<file path="src/rtl/hazard_stall_ctrl.sv">
// Pipeline hazard controller: load-use bubbles, data-memory wait freezes with a
// watchdog release, taken-branch flushes, and a saturating stall-cycle counter.
module hazard_stall_ctrl #(
   parameter int unsigned LU_BUBBLES  = 1,
   parameter int unsigned MEM_TIMEOUT = 15,
   parameter int unsigned CNT_W       = 16
) (
   input  logic             clk,
   input  logic             rst,
   input  logic [4:0]       Rs1_ID,
   input  logic [4:0]       Rs2_ID,
   input  logic             Rs1_Used,
   input  logic             Rs2_Used,
   input  logic [4:0]       Rd_EX,
   input  logic             EX_MemRead,
   input  logic             MA_MemReq,
   input  logic             MA_MemReady,
   input  logic             Branch_Taken,
   output logic             PC_Stall,
   output logic             IF_ID_Stall,
   output logic             IF_ID_Flush,
   output logic             ID_EX_Stall,
   output logic             ID_EX_Flush,
   output logic             EX_MEM_Stall,
   output logic             MEM_WB_Flush,
   output logic             Mem_Timeout,
   output logic [CNT_W-1:0] Stall_Cycles
);

   localparam int unsigned         WAIT_W   = $clog2(MEM_TIMEOUT + 1);
   localparam logic [1:0]          LU_REM   = 2'(LU_BUBBLES - 1);
   localparam logic [WAIT_W-1:0]   WAIT_MAX = WAIT_W'(MEM_TIMEOUT);

   typedef enum logic [1:0] {RUN, LU_STALL, MEM_WAIT} state_e;

   state_e             state_q, state_d;
   logic [1:0]         bub_q, bub_d;
   logic [WAIT_W-1:0]  wait_q, wait_d;
   logic               tmo_q, tmo_d;
   logic [CNT_W-1:0]   cnt_q;

   logic lu_hit, mem_busy, tmo_hit;
   logic pc_stall, ifid_stall, ifid_flush, idex_stall, idex_flush, exmem_stall, memwb_flush;

   assign lu_hit   = EX_MemRead & (Rd_EX != 5'd0) &
                     ((Rs1_Used & (Rs1_ID == Rd_EX)) | (Rs2_Used & (Rs2_ID == Rd_EX)));
   assign mem_busy = MA_MemReq & ~MA_MemReady;
   assign tmo_hit  = (state_q == MEM_WAIT) & mem_busy & (wait_q >= WAIT_MAX);

   always_comb begin
      state_d     = state_q;
      bub_d       = bub_q;
      wait_d      = wait_q;
      tmo_d       = tmo_q;
      pc_stall    = 1'b0;
      ifid_stall  = 1'b0;
      ifid_flush  = 1'b0;
      idex_stall  = 1'b0;
      idex_flush  = 1'b0;
      exmem_stall = 1'b0;
      memwb_flush = 1'b0;

      if (mem_busy && !tmo_hit) begin
         // Full freeze; remaining load-use bubbles stay parked in bub_q.
         pc_stall    = 1'b1;
         ifid_stall  = 1'b1;
         idex_stall  = 1'b1;
         exmem_stall = 1'b1;
         memwb_flush = 1'b1;
         wait_d      = wait_q + 1'b1;
         state_d     = MEM_WAIT;
      end else if (state_q == MEM_WAIT) begin
         wait_d = '0;
         if (tmo_hit) tmo_d = 1'b1;
         if (Branch_Taken) begin
            ifid_flush = 1'b1;
            idex_flush = 1'b1;
            bub_d      = '0;
            state_d    = RUN;
         end else begin
            state_d = (bub_q != 2'd0) ? LU_STALL : RUN;
         end
      end else if (Branch_Taken) begin
         ifid_flush = 1'b1;
         idex_flush = 1'b1;
         bub_d      = '0;
         state_d    = RUN;
      end else if (state_q == LU_STALL) begin
         pc_stall   = 1'b1;
         ifid_stall = 1'b1;
         idex_flush = 1'b1;
         bub_d      = bub_q - 1'b1;
         if (bub_q <= 2'd1) state_d = RUN;
      end else if (lu_hit) begin
         pc_stall   = 1'b1;
         ifid_stall = 1'b1;
         idex_flush = 1'b1;
         if (LU_BUBBLES > 1) begin
            bub_d   = LU_REM;
            state_d = LU_STALL;
         end
      end
   end

   always_ff @(posedge clk) begin
      if (rst) begin
         state_q <= RUN;
         bub_q   <= '0;
         wait_q  <= '0;
         tmo_q   <= 1'b0;
         cnt_q   <= '0;
      end else begin
         state_q <= state_d;
         bub_q   <= bub_d;
         wait_q  <= wait_d;
         tmo_q   <= tmo_d;
         if (pc_stall && (cnt_q != '1)) cnt_q <= cnt_q + 1'b1;
      end
   end

   assign PC_Stall     = pc_stall    & ~rst;
   assign IF_ID_Stall  = ifid_stall  & ~rst;
   assign IF_ID_Flush  = ifid_flush  & ~rst;
   assign ID_EX_Stall  = idex_stall  & ~rst;
   assign ID_EX_Flush  = idex_flush  & ~rst;
   assign EX_MEM_Stall = exmem_stall & ~rst;
   assign MEM_WB_Flush = memwb_flush & ~rst;
   assign Mem_Timeout  = tmo_q       & ~rst;
   assign Stall_Cycles = cnt_q;

endmodule

</file>
<file path="config.mk">
export PLATFORM = sky130hd
export DESIGN_NAME = hazard_stall_ctrl
export DESIGN_NICKNAME = d
export VERILOG_FILES = /design/src/rtl/hazard_stall_ctrl.sv
export SDC_FILE = /design/constraint.sdc
export NUM_CORES = 1
export LEC_CHECK = 0
export CORE_MARGIN = 1
export CORE_UTILIZATION = 46
export DETAILED_ROUTE_END_ITERATION = 10
export PLACE_DENSITY = 0.89
export SKIP_LAST_GASP = 1
export SLEW_MARGIN = 20
export SYNTH_ARGS = -nofsm -noshare
export SYNTH_HDL_FRONTEND = slang
export SYNTH_SLANG_ARGS = --single-unit
</file>
<file path="constraint.sdc">
create_clock -name clk -period 2.6 [get_ports clk]
set_input_delay 0.52 -clock clk [delete_from_list [all_inputs] [get_ports clk]]
set_output_delay 0.52 -clock clk [all_outputs]
set_load 0.05 [all_outputs]
</file>
; ---- After elaboration in Yosys (flattened, before gate mapping)
; Index checks and enable logic that the tools add are counted.
[classes]
mux = 24
n_addsub = 3
eq_ne = 6
bitwise_logic = 16
magnitude_cmp = 2
reduce_logical = 16
[op_table]
columns = cell, n
row1 = $mux 2, 9
row2 = $add 16x1->16 const B, 1
row3 = $ne 16x16->1 const B, 1
row4 = $mux 1, 13
row5 = $and 1x1->1, 12
row6 = $eq 5x5->1, 2
row7 = $mux 4, 2
row8 = $reduce_bool 4->1, 2
row9 = $reduce_and 3->1, 2
row10 = $reduce_bool 2->1, 3
row11 = $reduce_bool 3->1, 2
row12 = $reduce_bool 5->1, 1
row13 = $add 4x1->4 const B, 1
row14 = $ge 4x4->1 const B, 1
row15 = $reduce_and 2->1, 2
row16 = $not 1->1, 3
row17 = $eq 2x1->1 const B, 1
row18 = $eq 2x2->1 const B, 1
row19 = $le 2x1->1 const B, 1
row20 = $logic_and 1x1->1, 2
row21 = $ne 2x2->1 const B, 1
row22 = $reduce_or 2->1, 1
row23 = $sub 2x1->2 const B, 1
row24 = $logic_not 1->1, 1
row25 = $or 1x1->1, 1
[word_totals]
in_bits = 23
output_inout_bits = 24
regBits = 25
elab_cells = 73

; ---- Depth between registers and ports, before layout
; Gate-level depths: netlist of run 1.
[logic_depth]
depth_word = 10
mapped_depth = 9
mapped_depth_nobuf = 7

; ---- Worst setup path before layout of run 1
; Ideal clock, no wire load.
[synth_timing]
kind = input-to-output
from = input port Rd_EX[3]
to = output port PC_Stall
stages = 7
path_slack_ns = -0.396
n_path_buf = 1
arrival_ns = 2.476
t_required_ns = 2.080
cell_sequence = xor2_1 > nor4_1 > a32oi_1 > nor2_1 > nand2_1 > a31oi_1 > buf_4
[synth_via]
elab_chain_len = 10
[synth_lines]
columns = element, line_no
row1 = from (decl), 14  ; input logic [4:0] Rd_EX,
row2 = $eq 5x5->1, 46  ; ((Rs1_Used & (Rs1_ID == Rd_EX)) | (Rs2_Used & (Rs2_ID == Rd_EX)));
row3 = $and 1x1->1, 46
row4 = $or 1x1->1, 46
row5 = $and 1x1->1 (*), 45  ; assign lu_hit = EX_MemRead & (Rd_EX != 5'd0) &
row6 = $mux 1 (*) (5 in series), --
row7 = $and 1x1->1 (*), --
row8 = to (decl), 19  ; output logic PC_Stall,
; Every way passes the cells marked *; elsewhere a longest branch is shown, timed or not.

; ---- Final worst setup path of run 1
[layout_timing]
from = input port Rs2_ID[1]
to = output port IF_ID_Stall
[layout_via]
elab_chain_len = 10
[layout_lines]
columns = element, line_no
row1 = from (decl), 11  ; input logic [4:0] Rs2_ID,
row2 = $eq 5x5->1, 46
row3 = $and 1x1->1, 46
row4 = $or 1x1->1, 46
row5 = $and 1x1->1, 45
row6 = $mux 1, 94  ; end else if (lu_hit) begin
row7 = $mux 1, 88  ; end else if (state_q == LU_STALL) begin
row8 = $mux 1, 83  ; end else if (Branch_Taken) begin
row9 = $mux 1, 72  ; end else if (state_q == MEM_WAIT) begin
row10 = $mux 1, 63  ; if (mem_busy && !tmo_hit) begin
row11 = $and 1x1->1, 122  ; assign IF_ID_Stall = ifid_stall & ~rst;
row12 = to (decl), 20  ; output logic IF_ID_Stall,
; Every way passes these cells.

==> results.md, run 1 <==
* Clk root buf: clkbuf_4
* Die boundary width at slightly below 60 um
* Seq/Total Area, Yosys at 34.48%
* Synth Area per Inst at 7.845 um2
* Total track usage at a little over a fifth
* Crit-path max FO at 2
* Req. time, crit path at around 2100 ps
* Vias/cell at 5.375
* Bufs on Longest Clock Path at 2
* Die area at 3384 um2
* RSZ-0062 raised after global routing: true
* First-pass GRT wire length at between 5 and 6 mm
* #FFs+latches synth at 25
* Share of cells above drive strength 1 at approximately 18%
* Distinct cells, synth at 39
* GPL Wtd Cong at a little over 0.8
* DRT iter0 DRCs at roughly 60
* H-tree Lvls at 1
* Worst path max stage delay at between 300 and 400 ps
* Total routed wirelength at around 3.5 mm
* Final hold vios at 0
* CP top delay family: simple AND/OR/NAND/NOR gates
* Clock transition at path regs at 140 ps
* Synthesized net count at between 200 and 250
* Total core area at about 3000 um2
* Top post-synthesis cells by area: dfxtp_1 (34%), a21oi_1 (7.2%), nor2_1 (6.2%), xor2_1 (6.0%), o21ai_0 (4.8%)
* Total grt overflow at 0
* Port bufs at 46
* Buf/Inv on CP at 2
* Fmax at 0.3905 GHz
* Slew HR at 63.69%
* Vias in the first global route at 1402
* Gate Count Post-Synth at about 190
* Layout fillers at 243
* IO Pins at 47
* CP Capture Type: output pin
* Status: finished, final reports clean
* Crit path DAT at between 2000 and 2500 ps
* P&R area growth vs syn at 47.16%
* Hold slack final at between 400 and 500 ps
* Crit path kind: input pin to output pin
* Clock Skews at approximately 14 ps
* # rows at 20
* Largest net degree at the start of global routing at 18
* Clock Sinks at 25
* Final setup vio count at 0
* Synth top area share at between 30% and 40%
* Fin area at roughly 2100 um2
* Initial Util at approximately 48%
* Min Tclk post-route at 2561 ps
* Tot Pwr at just under 800 uW
* Wire per inst at 12.34 um
* Startpoint types: input pin
* Post-Syn Area at 1451 um2
* Ant. Diodes at 0
* DP HPWL at 2.622 mm
* CTS Hold Bufs at 0
* Leading area contributor after synthesis: dfxtp_1
* Pleak at just under 0.0008 uW
* Post-place instance area at approximately 2100 um2
* Max Slew Vio Count at 0
* Final nets at 267
* DR vias at between 1500 and 2000
* Pwr dens at 368.1 nW/um2
* Critical path, cell by cell: dlygate4sd2_1 > xor2_1 > nor4_1 > a32oi_2 > nor2_2 > nand2_1 > a31oi_4 > buf_12
* Synth warnings at 0
* Clock latency on the worst-skew pair at roughly 340 ps
* Max-cap violation count at 0
* Post-route ant nets at 0
* CP max-delay cell: nor4_1
* Peak supply drop at between 0.0003 and 0.0004 V
* Hold crit path type: flop to flop
* Pre-antenna DRT Iters at 4
* Post-synth ARST share at 0%
* Die Span Y at 58.17 um
* Tcrit/Tclk final at 98.50%
* Post-route DRC at 0
* Cts bufs inserted at 3
* CTS tree: yes
* Worst Tran Pin Value at 542.9 ps
* Number of enable flip-flop cells after synthesis at 0
* Ys flop type: dfxtp_1
* Initial antenna violation count at 0
[synthesized netlist by cell type (2+ instances only)]
cell type and instances:
buf_4 5, o21ai_0 14, nand2_1 10, dfxtp_1 25, inv_1 6, ha_1 4, or2_2 2, nand4_1 3
nor4_1 4, or4_1 6, clkbuf_1 2, xnor2_1 3, a21oi_1 21, nand2b_1 3, o31ai_1 5, nor2b_1 3
nor2_1 24, xor2_1 10, nand3_1 8, or3_1 8
[worst paths after layout]
check	slack, ps	depth (start not counted)	to	start
hold / removal	490	2	tmo_q	tmo_q
setup / recovery	40	8	IF_ID_Stall	Rs2_ID[1]
hold reg to reg	490	2	tmo_q	tmo_q
setup reg to reg	300	8	Stall_Cycles[14]	Stall_Cycles[0]
[cells in the final DEF, fill, tap and decap left out, types with 2 or more instances in the layout]
cell             synthesis  layout
a21oi_1                 21      21
buf_12                   0       8
buf_4                    5      14
clkbuf_2                 0       5
clkbuf_4                 0       3
clkdlybuf4s15_1          0       2
clkdlybuf4s50_1          0      25
dfxtp_1                 25      25
dlygate4sd2_1            0       4
dlymetal6s2s_1           0       2
ha_1                     4       4
inv_1                    6       6
nand2_1                 10      10
nand2b_1                 3       3
nand3_1                  8       8
nand4_1                  3       3
nor2_1                  24      23
nor2b_1                  3       2
nor4_1                   4       3
o21ai_0                 14      12
o31ai_1                  5       5
or2_2                    2       2
or3_1                    8       8
or4_1                    6       6
xnor2_1                  3       3
xor2_1                  10      10
[cell families after synthesis]
group | share of synthesized area, %
simple gates | 28.10
flops | 34.48
fa+ha+maj | 3.448
xor+xnor | 7.845
compound gates | 18.62
buf+inv | 6.034
mux | 1.465
[flip-flops by register name, summed over array words and instances (netlist names)]
signal	count
Stall_Cycles	16
tmo_q	1
wait_q	4
bub_q	2
state_q	2
[power by group]
| group | switching, uW | internal (uW) |
|---|---|---|
| Sequential | 7.09 | 390 |
| Combinational | 103 | 89.2 |
| Clock | 135 | 62.9 |
| Total | 245 | 542 |
[routing by layer]
layer	routed length [um]	GRT usage, %	vias up
met5	0	0	-
met4	68	8.163	0
met3	122	2.455	7
met2	1762	35.47	47
met1	1540	27.85	702
li1	-	-	765
[final cells by class]
cell class              count  area, um2  share of cell area [%]
clock inverters             1      8.758                  0.4101
well taps                  44      55.05                   2.578
multi-input cells         144      905.9                   42.41
repair buffers             60      620.6                   29.06
clock buffers               3      22.52                   1.054
flip-flops and latches     25      500.5                   23.43
inverters                   6      22.52                   1.054
[tightest hold or removal path, delay by kind of cell, from the launching register on]
| family | cells | cell delay, ps |
|---|---|---|
| simple gates | 1 | 70 |
| compound gates | 1 | 40 |
| flops | 1 | 350 |
[metrics by stage]
stage	std cells	TNS [ps]	util (%)	worst slack [ps]
floorplan	185	0	-	41.37
global placement	277	-2068	68.93	-249.8
detailed placement	277	-3129	68.93	-285.2
CTS	283	0	70.00	6.349
global route	283	-132.7	70.54	-58.47
finish	283	0	70.54	38.95
[repair_timing]
action	in CTS	in global routing
gates resized for setup	13	21
buffers inserted	2	0
pin swaps	6	10
endpoints found under the setup margin	6	8
cloned	0	0
(Power assumes the default switching activity.)
==> inputs of run 2 (changes only) <==
CORE_UTILIZATION = 65   (was 46)
CTS_BUF_LIST = sky130_fd_sc_hd__clkbuf_2 sky130_fd_sc_hd__clkbuf_4 sky130_fd_sc_hd__clkbuf_8   (was not set)
DONT_BUFFER_PORTS = 1   (was not set)
PLACE_DENSITY = 0.9   (was 0.89)
==> results.md, run 2 (synthesis gave the netlist of run 1 again) <==
* Most frequent cells in the layout: dfxtp_1 (25), nor2_1 (23), buf_4 (23)
* Cts bufs inserted at 3 (unchanged)
* Peak supply drop at 0.0004549 V (+46%)
* Crit-path max FO at 4 (+2)
* Postcts setup bufs at 0 (-2)
* Clock Sinks at 25 (unchanged)
* Worst Tran Pin Value at 422.6 ps (-120.3 ps)
* P&R area growth vs syn at 16.47%
* NetSw at 203.9 uW (-17%)
* Clock transition at path regs at 140 ps (about the same)
* Share of cells above drive strength 1 at 17.65% (+0.074 points)
* Fin cells at 231 (-18%)
* Status: finished, final reports clean
* Startpoint types: flop
* DP HPWL at 2.706 mm (+3.2%)
* Crit path DAT at 1840 ps (-200 ps)
* Pwr dens at 418.9 nW/um2 (+14%)
* Total grt overflow at 0 (unchanged)
* Ant. Diodes at 0 (unchanged)
* IO Pins at 47 (unchanged)
* Vias/cell at 6.251 (+16%)
* Req. time, crit path at 2080 ps (about the same)
* Final hold vios at 0 (unchanged)
* Die area at 2426 um2 (-28%)
* Max Slew Vio Count at 0 (unchanged)
* Min Tclk post-route at 2359 ps (-201.6 ps)
* Final setup vio count at 0 (unchanged)
* Hold crit path type: input pin to flop
* Int Pwr at 504.3 uW (-6.9%)
* Most common cell after layout, fill and taps aside: dfxtp_1
* Die boundary width at 49.26 um (-15%)
* Bufs on Longest Clock Path at 2 (unchanged)
* Port bufs at 0 (-100%)
* Pleak at 0.0006021 uW (-22%)
* Critical path, cell by cell: ha_1 > nand3_1 > o21ai_1 > o21ai_0 > a21oi_1 > buf_4
* Total routed wirelength at 3.614 mm (+3.5%)
* Fin area at 1690 um2 (-21%)
* Fmax at 0.4238 GHz (+8.5%)
* Slew HR at 71.53% (+7.8 points)
* Post-route ant nets at 0 (unchanged)
* Vias in the first global route at 1444 (+3.0%)
* Reg power frac at 55.6% (+5.1 points)
* Largest net degree at the start of global routing at 32 (+14)
* Fin Setup TNS at 0 ps (unchanged)
* CP max-delay cell: dfxtp_1
* Hold path cells at 1 (-1)
* Hold_sp: rst
* Clock latency on the worst-skew pair at 330 ps (about the same)
* DR vias at 1444 (-5.1%)
* Worst flop-to-flop path endpoint: Stall_Cycles[15]
* Pre-antenna DRT Iters at 4 (unchanged)
* Wire per inst at 15.65 um (+27%)
* Post-place instance area at 1660 um2 (-20%)
* Total core area at 2022 um2 (-33%)
* Sw Ratio at 28.79% (-2.3 points)
* Initial antenna violation count at 0 (unchanged)
* Max reg flops at 16 (unchanged)
* Cells after DPL at 227 (-18%)
* Die Span Y at 49.26 um (-15%)
* Total track usage at 32.33% (+11 points)
* Worst Hold End: Stall_Cycles[12]
* # rows at 16 (-20%)
* Hold slack final at 228.3 ps (-260.1 ps)
* Tcrit/Tclk final at 90.75% (-7.8 points)
* DP Worst Slack at 214.2 ps (+499.4 ps)
* Initial Util at 71.78% (+24 points)
* CTS tree: yes
* GPL Wtd Cong at 0.8352 (+0.98%)
* Setup slack, reg-to-reg at 290 ps (about the same)
* R2R depth at 8 (unchanged)
* First-pass GRT wire length at 6.099 mm (+7.5%)
* H-tree Lvls at 1 (unchanged)
* Fin worst setup slack at 240.6 ps (+201.6 ps)
* Combinational Power Share at 17.4% (-7.0 points)
* Worst path max stage delay at 410 ps (+60 ps)
* Crit path kind: flop to output pin
* Max-cap violation count at 0 (unchanged)
* DRT iter0 DRCs at 42 (-31%)
* RSZ-0062 raised after global routing: false
* Post-route DRC at 0 (unchanged)
* Final nets at 232 (-13%)
* Clock share of power at 27.0% (+1.9 points)
* FF-to-FF Start: wait_q[0]
* CP Capture Type: output pin
* Clock Skews at 8.718 ps (-5.717 ps)
* Clk root buf: clkbuf_4
## run 2: changes by cell type in the layout (fill, tap and decap cells not counted), moves of 2 or more
cell             before  now
clkdlybuf4s50_1      25    0
buf_12                8    2
buf_4                14   23
dlygate4sd2_1         4    0
clkbuf_2              5    0
dlymetal6s2s_1        2    0
clkdlybuf4s15_1       2    0
## run 2: per-layer routing
metal	up-vias	wire, um	track usage (%)
met3	6	270	10.90
met1	672	1436	35.77
met5	-	0	0
met2	65	1877	58.68
li1	701	-	-
met4	0	30	7.353
## run 2: power by group through the flow
stage | clock [uW] | combinational (uW) | sequential [uW]
final | 191 | 123 | 394
after global routing | 209 | 132 | 394
after CTS | 190 | 122 | 394
after detailed placement | 0 | 121 | 402
after global placement | 0 | 116 | 402
after floorplan | 0 | 86.0 | 417
## run 2: what timing repair did
item | in CTS | in global routing
resized for setup | 0 | 1
setup endpoints to repair | 0 | 1
hold buffers | 0 | 0
## run 2: worst max path at each step
stage,from,end,slack (ps)
floorplan,Rd_EX[3],ID_EX_Flush,40
global placement,Rd_EX[1],IF_ID_Stall,280
detailed placement,Rd_EX[1],Stall_Cycles[15],210
CTS,wait_q[0],ID_EX_Flush,180
global route,wait_q[0],ID_EX_Flush,20
finish,wait_q[0],ID_EX_Flush,240
## run 2: worst max-delay path, delay by kind of cell, from the launching register on
| family | cells | cell delay [ps] |
|---|---|---|
| flip-flops | 1 | 410 |
| AND/OR/NAND/NOR | 1 | 140 |
| buffers and inverters | 1 | 220 |
| AO/OA/AOI/OAI | 3 | 520 |
| adder cells (fa/ha/maj) | 1 | 220 |
## run 2: area by class of cell
class / instances / area, um2
clock buffers: 4 / 30.03
well taps: 27 / 33.78
multi-input cells: 144 / 890.9
fillers: 131 / 331.6
flip-flops and latches: 25 / 500.5
repair buffers: 25 / 212.7
inverters: 6 / 22.52
## run 2: per-stage QoR
step / utilization (%) / power (uW)
finish: 83.60 / 708.1
global route: 83.60 / 735.8
detailed placement: 82.12 / 523.3
floorplan: - / 503.2
CTS: 83.60 / 705.9
global placement: 82.12 / 517.3
==> inputs of run 3 (changes only) <==
CORE_UTILIZATION = 47   (was 65)
DONT_BUFFER_PORTS = not set   (was 1)
GPL_ROUTABILITY_DRIVEN = 0   (was not set)
==> results.md, run 3 (synthesis gave the netlist of run 1 again) <==
* Crit path kind: input pin to output pin
* Total routed wirelength at 3.637 mm (+0.64%)
* Req. time, crit path at 2080 ps (about the same)
* Total track usage at 23.30% (-9.0 points)
* Hold slack final at 483.4 ps (+255.2 ps)
* R2R depth at 8 (unchanged)
* Bufs on Longest Clock Path at 2 (unchanged)
* Clock Sinks at 25 (unchanged)
* Wire per inst at 13.27 um (-15%)
* Failing checks: DRC
* Worst Tran Pin Value at 530.9 ps (+108.3 ps)
* Clock Skews at 12.60 ps (+3.881 ps)
* Vias in the first global route at 1465 (+1.5%)
* Critical path origin: MA_MemReq
* Initial Util at 51.30% (-20 points)
* Die boundary width at 57.57 um (+17%)
* Die area at 3314 um2 (+37%)
* Vias/cell at 5.712 (-8.6%)
* Slew HR at 64.49% (-7.0 points)
* Hold crit path type: flop to flop
* P&R area growth vs syn at 46.29%
* Clock transition at path regs at 130 ps (about the same)
* Reg power frac at 52.1% (-3.5 points)
* Sw Ratio at 29.31% (+0.52 points)
* Largest net degree at the start of global routing at 15 (-53%)
* RSZ-0062 raised after global routing: false
* IO Pins at 47 (unchanged)
* Tcrit/Tclk final at 96.36% (+5.6 points)
* Crit path DAT at 1990 ps (+150 ps)
* DP HPWL at 2.901 mm (+7.2%)
* Port bufs at 46 (+46)
* Total grt overflow at 0 (unchanged)
* Initial antenna violation count at 0 (unchanged)
* Pwr dens at 358.5 nW/um2 (-14%)
* Post-route DRC at 1 (+1)
* CP max-delay cell: clkdlybuf4s50_1
* Setup slack, reg-to-reg at 280 ps (about the same)
* Share of cells above drive strength 1 at 18.52% (+0.87 points)
* Total core area at 2829 um2 (+40%)
* Layout fillers at 198 (+51%)
* Startpoint types: input pin
* Final hold vios at 0 (unchanged)
* DR vias at 1565 (+8.4%)
* FF-to-FF Start: Stall_Cycles[0]
* H-tree Lvls at 1 (unchanged)
* Max reg flops at 16 (unchanged)
* Final setup vio count at 0 (unchanged)
* DRT iter0 DRCs at 56 (+33%)
* Worst flop-to-flop path endpoint: Stall_Cycles[14]
* Hold path cells at 2 (+1)
* Pre-antenna DRT Iters at 7 (+3)
* Pleak at 0.0007917 uW (+32%)
* Critical path, cell by cell: clkdlybuf4s50_1 > nor2b_2 > o21ai_0 > buf_4 > a31oi_4 > buf_12
* Ant. Diodes at 0 (unchanged)
* Post-route ant nets at 0 (unchanged)
* Combinational Power Share at 25.2% (+7.8 points)
* Worst path max stage delay at 470 ps (+60 ps)
* CP top delay family: buffers and inverters
* Int Pwr at 538.0 uW (+6.7%)
* # rows at 19 (+3)
* Max-cap violation count at 0 (unchanged)
* Most frequent cells in the layout: dfxtp_1 (25), nor2_1 (24), clkdlybuf4s50_1 (23)
* Cts bufs inserted at 3 (unchanged)
* Status: finished with violations
* Buf/Inv on CP at 3 (+2)
* Clk root buf: clkbuf_4
* Peak supply drop at 0.0002040 V (-55%)
* NetSw at 223.1 uW (+9.4%)
* CTS tree: yes
* CP Capture Type: output pin
* Most common cell after layout, fill and taps aside: dfxtp_1
* Post-place instance area at 2108 um2 (+27%)
* Fmax at 0.3992 GHz (-5.8%)
* Hold_sp: tmo_q
* Fin area at 2123 um2 (+26%)
* Die Span Y at 57.57 um (+17%)
* Final nets at 271 (+17%)
* Clock share of power at 22.7% (-4.3 points)
* Min Tclk post-route at 2505 ps (+145.8 ps)
* Clock latency on the worst-skew pair at 310 ps (-20 ps)
* First-pass GRT wire length at 6.078 mm (-0.34%)
* Max Slew Vio Count at 0 (unchanged)
* Worst Hold End: tmo_q
* Crit-path max FO at 5 (+1)
## run 3: changes by cell type in the layout (fill, tap and decap cells not counted), moves of 2 or more
cell / previous run / this run
clkdlybuf4s15_1: 0 / 2
clkbuf_2: 0 / 6
dlymetal6s2s_1: 0 / 3
buf_12: 2 / 8
dlygate4sd2_1: 0 / 3
clkdlybuf4s50_1: 0 / 23
buf_4: 23 / 18
## run 3: cell type report
type	instances	area, um2	area share, %
sequential	25	500.5	23.57
tap	31	38.79	1.827
clock buffer	3	22.52	1.061
multi-input combinational	144	889.6	41.90
clock inverter	1	5.005	0.2357
timing repair buffer	64	644.4	30.35
inverter	6	22.52	1.061
## run 3: worst max path at each step
stage | to | slack, ps | depth (start not counted)
finish | PC_Stall | 90 | 6
CTS | PC_Stall | 5 | 9
global route | PC_Stall | 4 | 8
detailed placement | PC_Stall | -260 | 8
global placement | PC_Stall | -250 | 8
floorplan | ID_EX_Flush | 40 | 6
## run 3: tightest hold or removal path, stage by stage (launching register included)
cell	delay [ps]
dfxtp_1	350
a21oi_1	40
nor2_1	70
## run 3: power by group through the flow
| stage | Sequential (uW) | Clock, uW | Combinational [uW] |
|---|---|---|---|
| global route | 398 | 192 | 203 |
| finish | 397 | 173 | 192 |
| floorplan | 417 | 0 | 86.0 |
| detailed placement | 405 | 0 | 198 |
| global placement | 405 | 0 | 193 |
| CTS | 396 | 176 | 193 |
## run 3: what timing repair did
item / in CTS / in global routing
setup endpoints to repair: 3 / 4
hold buffers: 0 / 0
gates resized for setup: 15 / 22
pin swaps: 6 / 8
buffers inserted: 1 / 0
## run 3: routing by layer
metal	up-vias	share of wire, %	routed length [um]	track usage [%]
met4	0	1.2	42	8.711
met3	4	5.1	184	2.268
met1	713	41	1501	27.89
met2	64	53	1910	42.69
met5	-	0	0	0
li1	784	-	-	-
## run 3: stage by stage
step	total power, uW	utilization [%]	std cells	worst slack [ps]	TNS [ps]
after floorplan	503.2	-	185	41.37	0
after global placement	597.8	74.52	269	-251.2	-2464
after detailed placement	602.7	74.52	269	-264.7	-3466
after CTS	765.6	75.32	274	4.873	0
after global routing	792.8	75.06	274	3.633	0
final	761.1	75.06	274	94.72	0
